$ cat config.mk
export PLATFORM = sky130hd
export DESIGN_NAME = fetch_arbiter
export DESIGN_NICKNAME = d
export VERILOG_FILES = /design/src/rtl/fetch_arbiter_pkg.sv /design/src/rtl/fetch_stream.sv /design/src/rtl/fetch_arbiter.sv
export SDC_FILE = /design/constraint.sdc
export NUM_CORES = 1
export LEC_CHECK = 0
export ABC_AREA = 1
export BUFFER_PORTS_ARGS = -buffer_cell sky130_fd_sc_hd__buf_2
export CAP_MARGIN = 20
export CORE_ASPECT_RATIO = 1.4
export CORE_MARGIN = 2
export CORE_UTILIZATION = 28
export DETAILED_ROUTE_END_ITERATION = 7
export PLACE_DENSITY = 0.61
export SYNTH_ARGS = -nofsm -noshare
export SYNTH_HDL_FRONTEND = slang
export SYNTH_SLANG_ARGS = --single-unit
$ cat constraint.sdc
create_clock -name i_clk -period 1.73 [get_ports i_clk]
set_input_delay 0 -clock i_clk [delete_from_list [all_inputs] [get_ports i_clk]]
set_output_delay 0 -clock i_clk [all_outputs]
set_load 0.01 [all_outputs]
$ cat src/rtl/fetch_arbiter_pkg.sv
// Shared types and default sizing for the operand-SRAM fetch arbiter.
package fetch_arbiter_pkg;

    localparam int FA_ADDR_W = 16;
    localparam int FA_DATA_W = 64;
    localparam int FA_W_LEN  = 8;
    localparam int FA_IF_LEN = 8;
    localparam int FA_RD_LAT = 2;

    typedef enum logic {FA_W = 1'b0, FA_IF = 1'b1} fa_owner_e;

    typedef struct packed {
        logic      valid;
        fa_owner_e owner;
        logic      gen;
    } fa_tag_t;

    typedef enum logic [1:0] {FA_IDLE, FA_ISSUE, FA_DRAIN, FA_DONE} fa_state_e;

    // Index width for a tile; a one-word tile still gets a 1-bit index.
    function automatic int fa_idx_w(input int len);
        return (len > 1) ? $clog2(len) : 1;
    endfunction

endpackage

$ cat src/rtl/fetch_stream.sv
// One fetch stream: tile state machine, address generation, and return
// accounting with a generation bit to reject returns from a cleared tile.
module fetch_stream
    import fetch_arbiter_pkg::*;
#(
    parameter int ADDR_W = FA_ADDR_W,
    parameter int LEN    = FA_W_LEN,
    parameter int IDX_W  = fa_idx_w(FA_W_LEN)
) (
    input  logic              i_clk,
    input  logic              i_rst,
    input  logic              i_clr,
    input  logic [ADDR_W-1:0] i_base,
    input  logic              i_read,
    input  logic              i_grant,
    input  logic              i_ret,
    input  logic              i_ret_gen,
    output logic              o_elig,
    output logic [ADDR_W-1:0] o_addr,
    output logic              o_gen,
    output logic              o_we,
    output logic [IDX_W-1:0]  o_idx,
    output logic              o_done
);

    localparam int CNT_W = $clog2(LEN + 1);
    localparam logic [1:0] ST_IDLE  = 2'(FA_IDLE);
    localparam logic [1:0] ST_ISSUE = 2'(FA_ISSUE);
    localparam logic [1:0] ST_DRAIN = 2'(FA_DRAIN);
    localparam logic [1:0] ST_DONE  = 2'(FA_DONE);

    logic [1:0]        r_state;
    logic [ADDR_W-1:0] r_base;
    logic [CNT_W-1:0]  r_icnt;
    logic [CNT_W-1:0]  r_rcnt;
    logic              r_gen;
    logic              r_done;

    assign o_elig = (r_state == ST_ISSUE) && i_read && !i_clr;
    assign o_addr = r_base + ADDR_W'(r_icnt);
    assign o_gen  = r_gen;
    // A return racing a clear belongs to the old tile and is dropped.
    assign o_we   = i_ret && (i_ret_gen == r_gen) && !i_clr && !i_rst;
    assign o_idx  = IDX_W'(r_rcnt);
    assign o_done = r_done;

    always_ff @(posedge i_clk) begin
        if (i_rst) begin
            r_state <= ST_IDLE;
            r_base  <= '0;
            r_icnt  <= '0;
            r_rcnt  <= '0;
            r_gen   <= 1'b0;
            r_done  <= 1'b0;
        end else if (i_clr) begin
            r_state <= ST_ISSUE;
            r_base  <= i_base;
            r_icnt  <= '0;
            r_rcnt  <= '0;
            r_gen   <= ~r_gen;
            r_done  <= 1'b0;
        end else begin
            if (i_grant) begin
                r_icnt <= r_icnt + 1'b1;
                if (r_icnt == CNT_W'(LEN - 1))
                    r_state <= ST_DRAIN;
            end
            if (o_we) begin
                r_rcnt <= r_rcnt + 1'b1;
                if (r_rcnt == CNT_W'(LEN - 1)) begin
                    r_state <= ST_DONE;
                    r_done  <= 1'b1;
                end
            end
        end
    end

endmodule

$ cat src/rtl/fetch_arbiter.sv
// Round-robin sharing of the SRAM read port between weight and IF fetch,
// with a tag pipe that steers fixed-latency returns to the right buffer.
module fetch_arbiter
    import fetch_arbiter_pkg::*;
#(
    parameter int ADDR_W = FA_ADDR_W,
    parameter int DATA_W = FA_DATA_W,
    parameter int W_LEN  = FA_W_LEN,
    parameter int IF_LEN = FA_IF_LEN,
    parameter int RD_LAT = FA_RD_LAT
) (
    input  logic                        i_clk,
    input  logic                        i_rst,
    input  logic                        i_clr_w,
    input  logic                        i_clr_if,
    input  logic [ADDR_W-1:0]           i_w_base,
    input  logic [ADDR_W-1:0]           i_if_base,
    input  logic                        i_w_read,
    input  logic                        i_if_read,
    output logic                        o_mem_req,
    output logic [ADDR_W-1:0]           o_mem_addr,
    input  logic [DATA_W-1:0]           i_mem_rdata,
    output logic                        o_w_buf_we,
    output logic                        o_if_buf_we,
    output logic [DATA_W-1:0]           o_buf_wdata,
    output logic [fa_idx_w(W_LEN)-1:0]  o_w_buf_idx,
    output logic [fa_idx_w(IF_LEN)-1:0] o_if_buf_idx,
    output logic                        o_w_done,
    output logic                        o_if_done
);

    logic              w_w_elig, w_if_elig;
    logic              w_w_grant, w_if_grant, w_any_grant;
    logic              w_w_gen, w_if_gen;
    logic [ADDR_W-1:0] w_w_addr, w_if_addr;
    fa_tag_t           w_ret;
    logic              r_prio_if;
    logic              r_mem_req;
    logic [ADDR_W-1:0] r_mem_addr;
    fa_tag_t           r_tag [RD_LAT+1];

    // r_prio_if set means IF wins a tie; weights hold priority out of reset.
    assign w_w_grant   = w_w_elig && !(w_if_elig && r_prio_if);
    assign w_if_grant  = w_if_elig && !(w_w_elig && !r_prio_if);
    assign w_any_grant = w_w_grant || w_if_grant;
    assign w_ret       = r_tag[RD_LAT];

    always_ff @(posedge i_clk) begin
        if (i_rst) begin
            r_prio_if  <= 1'b0;
            r_mem_req  <= 1'b0;
            r_mem_addr <= '0;
            for (int i = 0; i <= RD_LAT; i++)
                r_tag[i] <= '0;
        end else begin
            if (w_any_grant) begin
                r_prio_if  <= w_w_grant;
                r_mem_addr <= w_w_grant ? w_w_addr : w_if_addr;
            end
            r_mem_req <= w_any_grant;
            // Stage 0 lines up with mem_req, stage RD_LAT with mem_rdata.
            r_tag[0]  <= '{valid: w_any_grant,
                           owner: w_w_grant ? FA_W : FA_IF,
                           gen:   w_w_grant ? w_w_gen : w_if_gen};
            for (int i = 1; i <= RD_LAT; i++)
                r_tag[i] <= r_tag[i-1];
        end
    end

    fetch_stream #(.ADDR_W(ADDR_W), .LEN(W_LEN), .IDX_W(fa_idx_w(W_LEN))) u_w_stream (
        .i_clk     (i_clk),
        .i_rst     (i_rst),
        .i_clr     (i_clr_w),
        .i_base    (i_w_base),
        .i_read    (i_w_read),
        .i_grant   (w_w_grant),
        .i_ret     (w_ret.valid && (w_ret.owner == FA_W)),
        .i_ret_gen (w_ret.gen),
        .o_elig    (w_w_elig),
        .o_addr    (w_w_addr),
        .o_gen     (w_w_gen),
        .o_we      (o_w_buf_we),
        .o_idx     (o_w_buf_idx),
        .o_done    (o_w_done)
    );

    fetch_stream #(.ADDR_W(ADDR_W), .LEN(IF_LEN), .IDX_W(fa_idx_w(IF_LEN))) u_if_stream (
        .i_clk     (i_clk),
        .i_rst     (i_rst),
        .i_clr     (i_clr_if),
        .i_base    (i_if_base),
        .i_read    (i_if_read),
        .i_grant   (w_if_grant),
        .i_ret     (w_ret.valid && (w_ret.owner == FA_IF)),
        .i_ret_gen (w_ret.gen),
        .o_elig    (w_if_elig),
        .o_addr    (w_if_addr),
        .o_gen     (w_if_gen),
        .o_we      (o_if_buf_we),
        .o_idx     (o_if_buf_idx),
        .o_done    (o_if_done)
    );

    assign o_mem_req   = r_mem_req;
    assign o_mem_addr  = r_mem_addr;
    assign o_buf_wdata = i_mem_rdata;

endmodule

==> flow_metrics.tcl, run 1 <==
set metrics [dict create \
    clockBufferDepth 2 \
    h-tree-depth 3 \
    root_buffer "clkbuf_16" \
    n_fill_cell 1746 \
    clock_sinks 82 \
    syn_avg_cell_area_um2 6.93 \
    report.final.setup_viol 0 \
    fin_tns_setup_ns 0 \
    leakage_nw 2.53 \
    start_kind "register" \
    gr-usage-all-layers_pct 13.0 \
    multi_input_area_mm2 0.00214 \
    crit_end "o_mem_addr[12]$_SDFFE_PP0P_" \
    critPathCaptureType "register" \
    arrival_ns 1.90 \
    synth_warnings 0 \
    rsz0062_at_grt "yes" \
    post_drt_wl_per_cell_um 12.4 \
    synth_nets 781 \
    whs_ns 0.00000282 \
    preCtsSetupSlack_ns -0.0548 \
    fp-row-count 55 \
    cts_buffers 9 \
    final.setup.worst_slack_ns 0.0986 \
    yosys-top-cells-area "dfxtp_1 36%, buf_4 11%, nand2_1 9.1%, inv_1 7.2%, o21ai_0 6.4%" \
    grt_pass1_vias 3942 \
    max_freq_mhz 613 \
    p_per_area_mw_per_mm2 822 \
    die_w_um 112 \
    outcome "finished clean" \
    seq_area_mm2 0.00165 \
    period_share_pct 94.3 \
    cp.required_ns 2.00 \
    fin_crit_ns 1.63 \
    core-area_mm2 0.0161 \
    route.detailed.drc 0 \
    routed_wl_um 11300 \
    slew_headroom_pct 70.7 \
    drtPass1Iterations 5 \
    area_growth_pct 19.6 \
    nets 821 \
    r2r-end "o_mem_addr[12]$_SDFFE_PP0P_" \
    ant_nets 0 \
    diodes 0 \
    die_y_um 156 \
    synth_area_mm2 0.00461 \
    dp_hpwl_um 8420 \
    clkTransAtPathRegs_ns 0.06 \
    die_area_mm2 0.0175 \
    finalHoldViolations 0 \
    tightest_slew_ns 0.438 \
    clkLatencyLatePin_ns 0.34 \
    synth_top_cell_by_area "dfxtp_1" \
    ys_seq_elements 82 \
    gp_congestion 0.807 \
    synth_most_common_cell "nand2_1" \
    syn_inst 665 \
    final_util_pct 34.2 \
    synth_top_flop_cell "dfxtp_1" \
    cts_tree "done" \
    overflow 0 \
    hold_path.class "primary input to primary output" \
    reg2reg_slack_ns 0.1 \
    drive_gt1_share_pct 20.4 \
    max-vdd-ir-drop_uv 555 \
    finalClockSkew_ns 0.00534 \
    viasPerCell 4.45 \
    port_buffers 64 \
    reg2regPathDepth 10 \
    grt_first_pass_wirelength_um 18300 \
    first_iter_violations 162 \
    worstSetupPathType "register to register" \
    yosysSeqAreaShare_pct 35.6 \
    cp_max_fo 4 \
    synthArstFlopShare_pct 0 \
    synth.distinct_cells 33 \
    synth_top_area_share_pct 35.6 \
    r2r_start "u_w_stream.r_icnt[2]$_SDFFE_PP0N_" \
    grt_max_degree 49 \
    synth_edf_count 0 \
    maxSlewViolCount 0 \
    total_power_mw 4.53 \
    drv_cap 0 \
    io_pins 193 \
    initial_core_util_pct 28.6 \
    synthTopCellsByCount "112 x nand2_1, 88 x inv_1, 82 x dfxtp_1" \
    startpoint "u_w_stream.r_icnt[2]$_SDFFE_PP0N_" \
    vias 4045 \
    grt_antenna_before_repair 0 \
]
-- cells by family (layout without fill, tap and decap cells) --
group / Yosys count / count (layout) / synth area share (%)
AND/OR/NAND/NOR: 274 / 274 / 25.9
buffers and inverters: 177 / 222 / 20.5
AO/OA/AOI/OAI: 110 / 110 / 12.3
flip-flops: 82 / 82 / 35.6
adder cells (fa/ha/maj): 14 / 14 / 4.13
XOR/XNOR: 8 / 8 / 1.52
-- through the flow --
step / cells / instance area, um2
floorplan: 665 / 4610
global placement: 862 / 4760
detailed placement: 862 / 4760
CTS: 907 / 5370
global route: 909 / 5510
finish: 909 / 5510
-- final cells by class --
type	instances	area share, %
inverter	90	6.13
clock buffer	11	4.41
timing repair buffer	116	14.9
multi-input combinational	406	38.9
sequential	82	30.0
tap	199	4.52
clock inverter	5	1.16
-- layer usage --
layer	share of wire [%]	up-vias	GRT usage [%]
li1	-	2134	-
met5	0	-	0
met3	4.5	57	2.68
met1	42	1779	14.2
met4	5.7	0	9.12
met2	48	75	22.5
-- critical path: stages, from the launching register on --
cell and delay, ns:
dfxtp_2 0.34, ha_4 0.26, buf_4 0.10, nand2_1 0.05
nand2_2 0.07, nand4_1 0.18, nor2_2 0.20, nand2_1 0.06
nand2_1 0.06, nand3_1 0.09, a21oi_1 0.15
-- power breakdown --
part	switching (mW)	internal [mW]	total, mW
clock	0.791	1.17	1.96
sequential	0.0773	1.98	2.06
combinational	0.274	0.238	0.512
total	1.14	3.39	4.53
-- placed cells by master, fill, tap and decap left out, types with 2 or more instances in the layout --
master,synthesis,routed
buf_12,0,3
dfxtp_2,0,8
dfxtp_1,82,74
o21ai_0,59,58
buf_4,70,20
xor2_1,7,7
nand3_2,0,4
nand4_1,8,8
inv_1,88,88
buf_2,3,64
nand3_1,58,54
nor3_1,9,9
nor2_2,1,4
nor2_4,2,2
clkbuf_16,0,9
o21ai_1,6,7
ha_1,12,7
fa_2,0,2
a21oi_1,39,39
or2_2,3,2
clkinv_4,0,3
a31oi_1,2,2
nor2_1,73,70
o21bai_1,2,2
nand2_2,4,9
nand2_1,112,105
nand2_4,1,3
ha_4,0,5
dlygate4sd3_1,0,29
-- worst min path at each step --
stage,from,endpoint,cells past startpoint
2_1_floorplan,i_mem_rdata[0],o_buf_wdata[0],1
3_3_place_gp,i_mem_rdata[21],o_buf_wdata[21],0
3_5_place_dp,i_mem_rdata[21],o_buf_wdata[21],0
4_1_cts,i_mem_rdata[21],o_buf_wdata[21],0
5_1_grt,i_mem_rdata[47],o_buf_wdata[47],0
6_report,i_mem_rdata[30],o_buf_wdata[30],0
-- sequential cells by signal, indices dropped and copies added, names as in the netlist --
| name | cells |
|---|---|
| u_if_stream.r_state | 2 |
| u_if_stream.r_rcnt | 4 |
| u_if_stream.r_icnt | 4 |
| u_if_stream.o_gen | 1 |
| u_w_stream.o_gen | 1 |
| u_w_stream.r_rcnt | 4 |
| u_w_stream.r_state | 2 |
| u_if_stream.r_base | 16 |
| u_w_stream.r_base | 16 |
| o_mem_addr | 16 |
| u_w_stream.r_icnt | 4 |
| r_prio_if | 1 |
| r_tag | 9 |
| u_if_stream.o_done | 1 |
| u_w_stream.o_done | 1 |
-- repair_timing --
item                                   in CTS  in global routing
pin swaps                                   0                  8
endpoints found under the hold margin      29                  0
setup endpoints to repair                   5                 14
setup buffers                               0                  2
hold buffers                               29                  0
gates resized for setup                     3                 32
Power figures use the tool's default switching activity.
==> inputs of run 2 (changes only) <==
Settings changed: PLACE_DENSITY 0.61 to not set, PLACE_DENSITY_LB_ADDON set to 0.12.
==> run 2 against run 1 <==
  * Cell count grew 0.44%
  * Clock power grew 6%
  * Power grew 2.7%
  * Die area is the same
  * Highest routed layer unchanged
  * Sequential power is essentially flat
  * Cell area grew 0.91%
  * First-iteration DRC count shrank 36%
  * Largest power group unchanged
  * Via count shrank 0.25%
==> flow_metrics.tcl, run 2 (synthesis gave the netlist of run 1 again) <==
set metrics [dict create \
    outcome "finished clean" \
    crit_chain "ha_4 -> fa_2 -> nand2_2 -> nand2_2 -> nand2_4 -> nor2_4 -> nand2_1 -> nand2_1 -> nand3_1 -> nand2_1 -> o21bai_1 -> inv_1" \
    cts_tree "done" \
    clock_sinks 82 \
    drive_gt1_share_pct 22.1 \
    diodes 0 \
    hold_path_depth 0 \
    fp-row-count 55 \
    grt_first_pass_wirelength_um 19000 \
    hp-start "i_mem_rdata[31]" \
    crit_path_frequent_cell "nand2_1" \
    reg2regPathDepth 12 \
    r2r_start "u_if_stream.r_base[0]$_SDFFE_PP0P_" \
    worst-path-buf-inv 1 \
    total_power_mw 4.65 \
    tightest_slew_ns 0.452 \
    clockBufferDepth 2 \
    dp_hpwl_um 8940 \
    cts_buffers 9 \
    slew_headroom_pct 69.8 \
    root_buffer "clkbuf_16" \
    slowest_delay_ns 0.37 \
    final_util_pct 34.5 \
    max_freq_mhz 606 \
    grt_antenna_before_repair 0 \
    cp.depth 12 \
    cp_max_fo 5 \
    worstSetupPathType "register to register" \
    final.setup.worst_slack_ns 0.0808 \
    max-vdd-ir-drop_uv 335 \
    drtPass1Iterations 4 \
    internal-power_mw 3.49 \
    finalClockSkew_ns 0.00687 \
    gr-usage-all-layers_pct 13.5 \
    initial_core_util_pct 28.6 \
    dp.cells 864 \
    die_w_um 112 \
    nets 825 \
    start_kind "register" \
    drv_cap 0 \
    clkPwrFrac_pct 44.5 \
    hold_path.class "primary input to primary output" \
    die_y_um 156 \
    grt_pass1_vias 3913 \
    cpMaxStageDelayCell "fa_2" \
    rsz0062_at_grt "yes" \
    fin_crit_ns 1.65 \
    finalHoldViolations 0 \
    power_switching_mw 1.16 \
    clkTransAtPathRegs_ns 0.06 \
    combinationalPowerShare_pct 11.1 \
    post_drt_wl_per_cell_um 13.0 \
    report.final.setup_viol 0 \
    preCtsSetupSlack_ns -0.0739 \
    routed_wl_um 11900 \
    cp.required_ns 1.96 \
    leakage_nw 2.56 \
    overflow 0 \
    die_area_mm2 0.0175 \
    holdPathEnd "o_buf_wdata[31]" \
    route.detailed.drc 0 \
    maxSlewViolCount 0 \
    arrival_ns 1.88 \
    viasPerCell 4.42 \
    p_per_area_mw_per_mm2 837 \
    seqPwrFrac_pct 44.4 \
    final_cells 913 \
    critPathCaptureType "register" \
    h-tree-depth 3 \
    port_buffers 64 \
    final_cell_mix "102 x nand2_1, 88 x inv_1, 72 x dfxtp_1" \
    vias 4035 \
    core-area_mm2 0.0161 \
    ant_nets 0 \
    io_pins 193 \
    grt_max_degree 31 \
    swShare_pct 24.9 \
    layout_commonest_cell "nand2_1" \
    r2r-end "o_mem_addr[14]$_SDFFE_PP0P_" \
    clkLatencyLatePin_ns 0.34 \
    gp_congestion 0.753 \
    critPathTopFamily "adder cells" \
    first_iter_violations 103 \
    area_growth_pct 20.7 \
    reg2reg_slack_ns 0.08 \
    period_share_pct 95.3 \
]
==> run 2: cell count changes in the layout (fill, tap and decap cells not counted), sizes merged <==
cell	previous run	this run
clkinv	4	3
inv	89	90
dlygate4sd3	29	30
buf	87	90
clkbuf	11	10
bufinv	1	2
==> run 2: worst max-delay path by stage <==
stage | from | endpoint | slack [ns]
floorplan | u_if_stream.r_icnt[0]$_SDFFE_PP0N_ | o_mem_addr[14]$_SDFFE_PP0P_ | 0.04
global placement | u_if_stream.r_icnt[0]$_SDFFE_PP0N_ | o_mem_addr[14]$_SDFFE_PP0P_ | -0.04
detailed placement | u_if_stream.r_icnt[0]$_SDFFE_PP0N_ | o_mem_addr[14]$_SDFFE_PP0P_ | -0.07
CTS | u_if_stream.r_icnt[0]$_SDFFE_PP0N_ | o_mem_addr[14]$_SDFFE_PP0P_ | -0.02
global route | u_w_stream.r_base[0]$_SDFFE_PP0P_ | o_mem_addr[12]$_SDFFE_PP0P_ | -0.04
finish | u_if_stream.r_base[0]$_SDFFE_PP0P_ | o_mem_addr[14]$_SDFFE_PP0P_ | 0.08
==> run 2: per-layer routing <==
metal | share of wire, % | GRT usage [%] | up-vias
met3 | 5.0 | 2.33 | 57
li1 | - | - | 2138
met4 | 5.2 | 8.48 | 0
met5 | 0 | 0 | -
met2 | 46 | 22.5 | 82
met1 | 44 | 16.1 | 1758
==> run 2: final cells by class <==
class                      instances  area [um2]
clock buffer                      10         229
clock inverter                     6        90.1
fill                            1807       10500
inverter                          90         338
multi-input combinational        406        2170
sequential                        82        1650
tap                              199         249
timing repair buffer             120         832
==> run 2: power groups by stage <==
| stage | clock (mW) | sequential (mW) | combinational (mW) |
|---|---|---|---|
| global route | 2.23 | 2.08 | 0.588 |
| floorplan | 0 | 2.09 | 0.421 |
| finish | 2.07 | 2.07 | 0.514 |
| global placement | 0 | 2.10 | 0.442 |
| CTS | 2.14 | 2.06 | 0.502 |
| detailed placement | 0 | 2.10 | 0.445 |
==> run 2: worst reg2reg max path, stage by stage, from the launching register on <==
cell,delay (ns)
dfxtp_2,0.34
ha_4,0.16
fa_2,0.37
nand2_2,0.07
nand2_2,0.06
nand2_4,0.11
nor2_4,0.06
nand2_1,0.05
nand2_1,0.05
nand3_1,0.06
nand2_1,0.06
o21bai_1,0.12
inv_1,0.05
==> run 2: timing repair <==
item,in CTS,in global routing
hold endpoints to repair,30,0
pin swaps,0,14
gates resized for setup,3,43
gates cloned,0,0
buffers inserted,0,3
hold buffers,30,0
setup endpoints to repair,7,12
==> run 2: per-stage QoR <==
step,hold slack [ns],cell area (um2),TNS (ns)
CTS,0.0000686,5380,-0.0152
floorplan,0.0918,4610,0
finish,0.00000282,5560,0
detailed placement,0.0000686,4750,-0.202
global placement,0.0000686,4750,-0.0483
global route,0.0000151,5560,-0.111
==> inputs of run 3 (changes only) <==
Settings changed: CTS_CLUSTER_DIAMETER set to 100, GPL_TIMING_DRIVEN set to 0.
==> run 3 against run 2 <==
  * Sequential share of layout area down 3.4 points
  * Cell area rose by 13%
  * Worst setup slack worse by 0.030 ns
  * Via count increased by 14%
  * Sequential power barely moved
  * Routed wire length grew 13%
  * Utilization grew 4.7 points
  * Global-route usage increased by 1.6 points
  * Combinational power grew 41%
  * Register-to-register slack worse by 0.03 ns
  * Critical endpoint is now o_mem_addr[8]$_SDFFE_PP0P_
==> flow_metrics.tcl, run 3 (synthesis gave the netlist of run 1 again) <==
set metrics [dict create \
    outcome "finished clean" \
    layout_commonest_cell "buf_2" \
    cts_tree "done" \
    overflow 0 \
    whs_ns 0.00241 \
    core-area_mm2 0.0161 \
    gp_congestion 0.843 \
    slowest_delay_ns 0.37 \
    initial_core_util_pct 28.6 \
    area_growth_pct 37.0 \
    dp_hpwl_um 10600 \
    die_w_um 112 \
    slew_headroom_pct 56.1 \
    max-vdd-ir-drop_uv 509 \
    preCtsSetupSlack_ns -0.137 \
    arrival_ns 1.92 \
    root_buffer "clkbuf_16" \
    first_iter_violations 142 \
    leakage_nw 3.07 \
    gr-usage-met1_pct 16.3 \
    dp.cells 992 \
    crit_chain "ha_4 -> fa_2 -> nand2_2 -> nand2_2 -> nand4_1 -> o21ai_1 -> nand3_1 -> nand3_1 -> nand2_1 -> inv_1" \
    drive_gt1_share_pct 31.9 \
    grt_pass1_vias 4430 \
    finalClockSkew_ns 0.00719 \
    drtPass1Iterations 4 \
    r2r_start "u_w_stream.r_icnt[0]$_SDFFE_PP0N_" \
    final_cells 1042 \
    hp-start "i_w_base[14]" \
    r2r-end "o_mem_addr[8]$_SDFFE_PP0P_" \
    gr-usage-all-layers_pct 15.1 \
    post_drt_wl_per_cell_um 12.9 \
    gr-usage-met2_pct 29.8 \
    grt_antenna_before_repair 0 \
    cp.required_ns 1.98 \
    start_kind "register" \
    hold_path.class "primary input to register" \
    clkLatencyLatePin_ns 0.34 \
    final_cell_mix "131 x buf_2, 100 x nand2_1, 88 x inv_1" \
    finalHoldViolations 0 \
    startpoint "u_w_stream.r_icnt[0]$_SDFFE_PP0N_" \
    fin_crit_ns 1.68 \
    io_pins 193 \
    worst-path-buf-inv 1 \
    p_per_area_mw_per_mm2 771 \
    cp_max_fo 4 \
    holdPathEnd "u_w_stream.r_base[14]$_SDFFE_PP0P_" \
    reg2regPathDepth 10 \
    critPathCaptureType "register" \
    total_power_mw 4.87 \
    die_area_mm2 0.0175 \
    cpMaxStageDelayCell "fa_2" \
    vias 4600 \
    cts_buffers 9 \
    worstSetupPathType "register to register" \
    viasPerCell 4.41 \
    hold_path_depth 3 \
    clockBufferDepth 2 \
    period_share_pct 97.1 \
    clkTransAtPathRegs_ns 0.06 \
    die_y_um 156 \
    nets 955 \
    h-tree-depth 3 \
    final.setup.worst_slack_ns 0.0506 \
    fin_tns_setup_ns 0 \
    rsz0062_at_grt "yes" \
    met3_usage_pct 2.41 \
    ant_nets 0 \
    fp-row-count 55 \
    port_buffers 128 \
    critPathTopFamily "simple AND/OR/NAND/NOR gates" \
    max_freq_mhz 595 \
    tightest_slew_ns 0.658 \
    maxSlewViolCount 0 \
    routed_wl_um 13500 \
    route.detailed.drc 0 \
    clock_sinks 82 \
    cp.depth 10 \
    drv_cap 0 \
    diodes 0 \
    report.final.setup_viol 0 \
    reg2reg_slack_ns 0.05 \
    grt_max_degree 14 \
    grt-busiest-layer "met2" \
    grt_first_pass_wirelength_um 21000 \
]
==> run 3: changes by cell type in the layout (fill, tap and decap cells not counted), sizes merged <==
cell / previous run / this run
clkinv: 3 / 2
dlygate4sd3: 30 / 29
inv: 90 / 89
buf: 90 / 211
clkbuf: 10 / 21
==> run 3: layout make-up <==
| class | count | area (um2) |
|---|---|---|
| clock buffers | 11 | 243 |
| repair buffers | 163 | 976 |
| inverters | 90 | 338 |
| multi-input cells | 406 | 2160 |
| fillers | 1753 | 9790 |
| plain buffers | 87 | 608 |
| clock inverters | 4 | 76.3 |
| flip-flops and latches | 82 | 1660 |
| well taps | 199 | 249 |
==> run 3: metrics by stage <==
step | util, % | instance area, um2
final | 39.2 | 6310
after global routing | 39.2 | 6310
after global placement | 34.1 | 5500
after CTS | 38.2 | 6150
after detailed placement | 34.1 | 5500
after floorplan | - | 4610
==> run 3: how the worst max path moves through the flow <==
stage,to
3_5_place_dp,o_mem_addr[5]$_SDFFE_PP0P_
6_report,o_mem_addr[8]$_SDFFE_PP0P_
3_3_place_gp,o_mem_addr[5]$_SDFFE_PP0P_
4_1_cts,o_mem_addr[5]$_SDFFE_PP0P_
2_1_floorplan,o_mem_addr[14]$_SDFFE_PP0P_
5_1_grt,o_mem_addr[5]$_SDFFE_PP0P_
==> run 3: per-layer routing <==
layer / part of all wire (%) / vias to the layer above
li1: - / 2400
met4: 1.2 / 0
met3: 5.6 / 10
met1: 40 / 2035
met2: 53 / 155
met5: 0 / -
==> run 3: worst min-delay path: cells and delay by family <==
| family | cells | cell delay (ns) |
|---|---|---|
| AOI/OAI and AO/OA | 2 | 0.22 |
| buffers and inverters | 1 | 0.08 |
==> run 3: repair_timing <==
| action | CTS | global route |
|---|---|---|
| gates resized for setup | 14 | 29 |
| hold buffers | 29 | 0 |
| pin swaps | 2 | 17 |
| gates cloned | 0 | 0 |
| endpoints found under the setup margin | 10 | 15 |
| endpoints found under the hold margin | 29 | 0 |
| buffers inserted | 0 | 6 |
==> run 3: power breakdown <==
group          internal [mW]  switching (mW)
clock                   1.30           0.780
combinational          0.357           0.366
sequential              1.98          0.0856
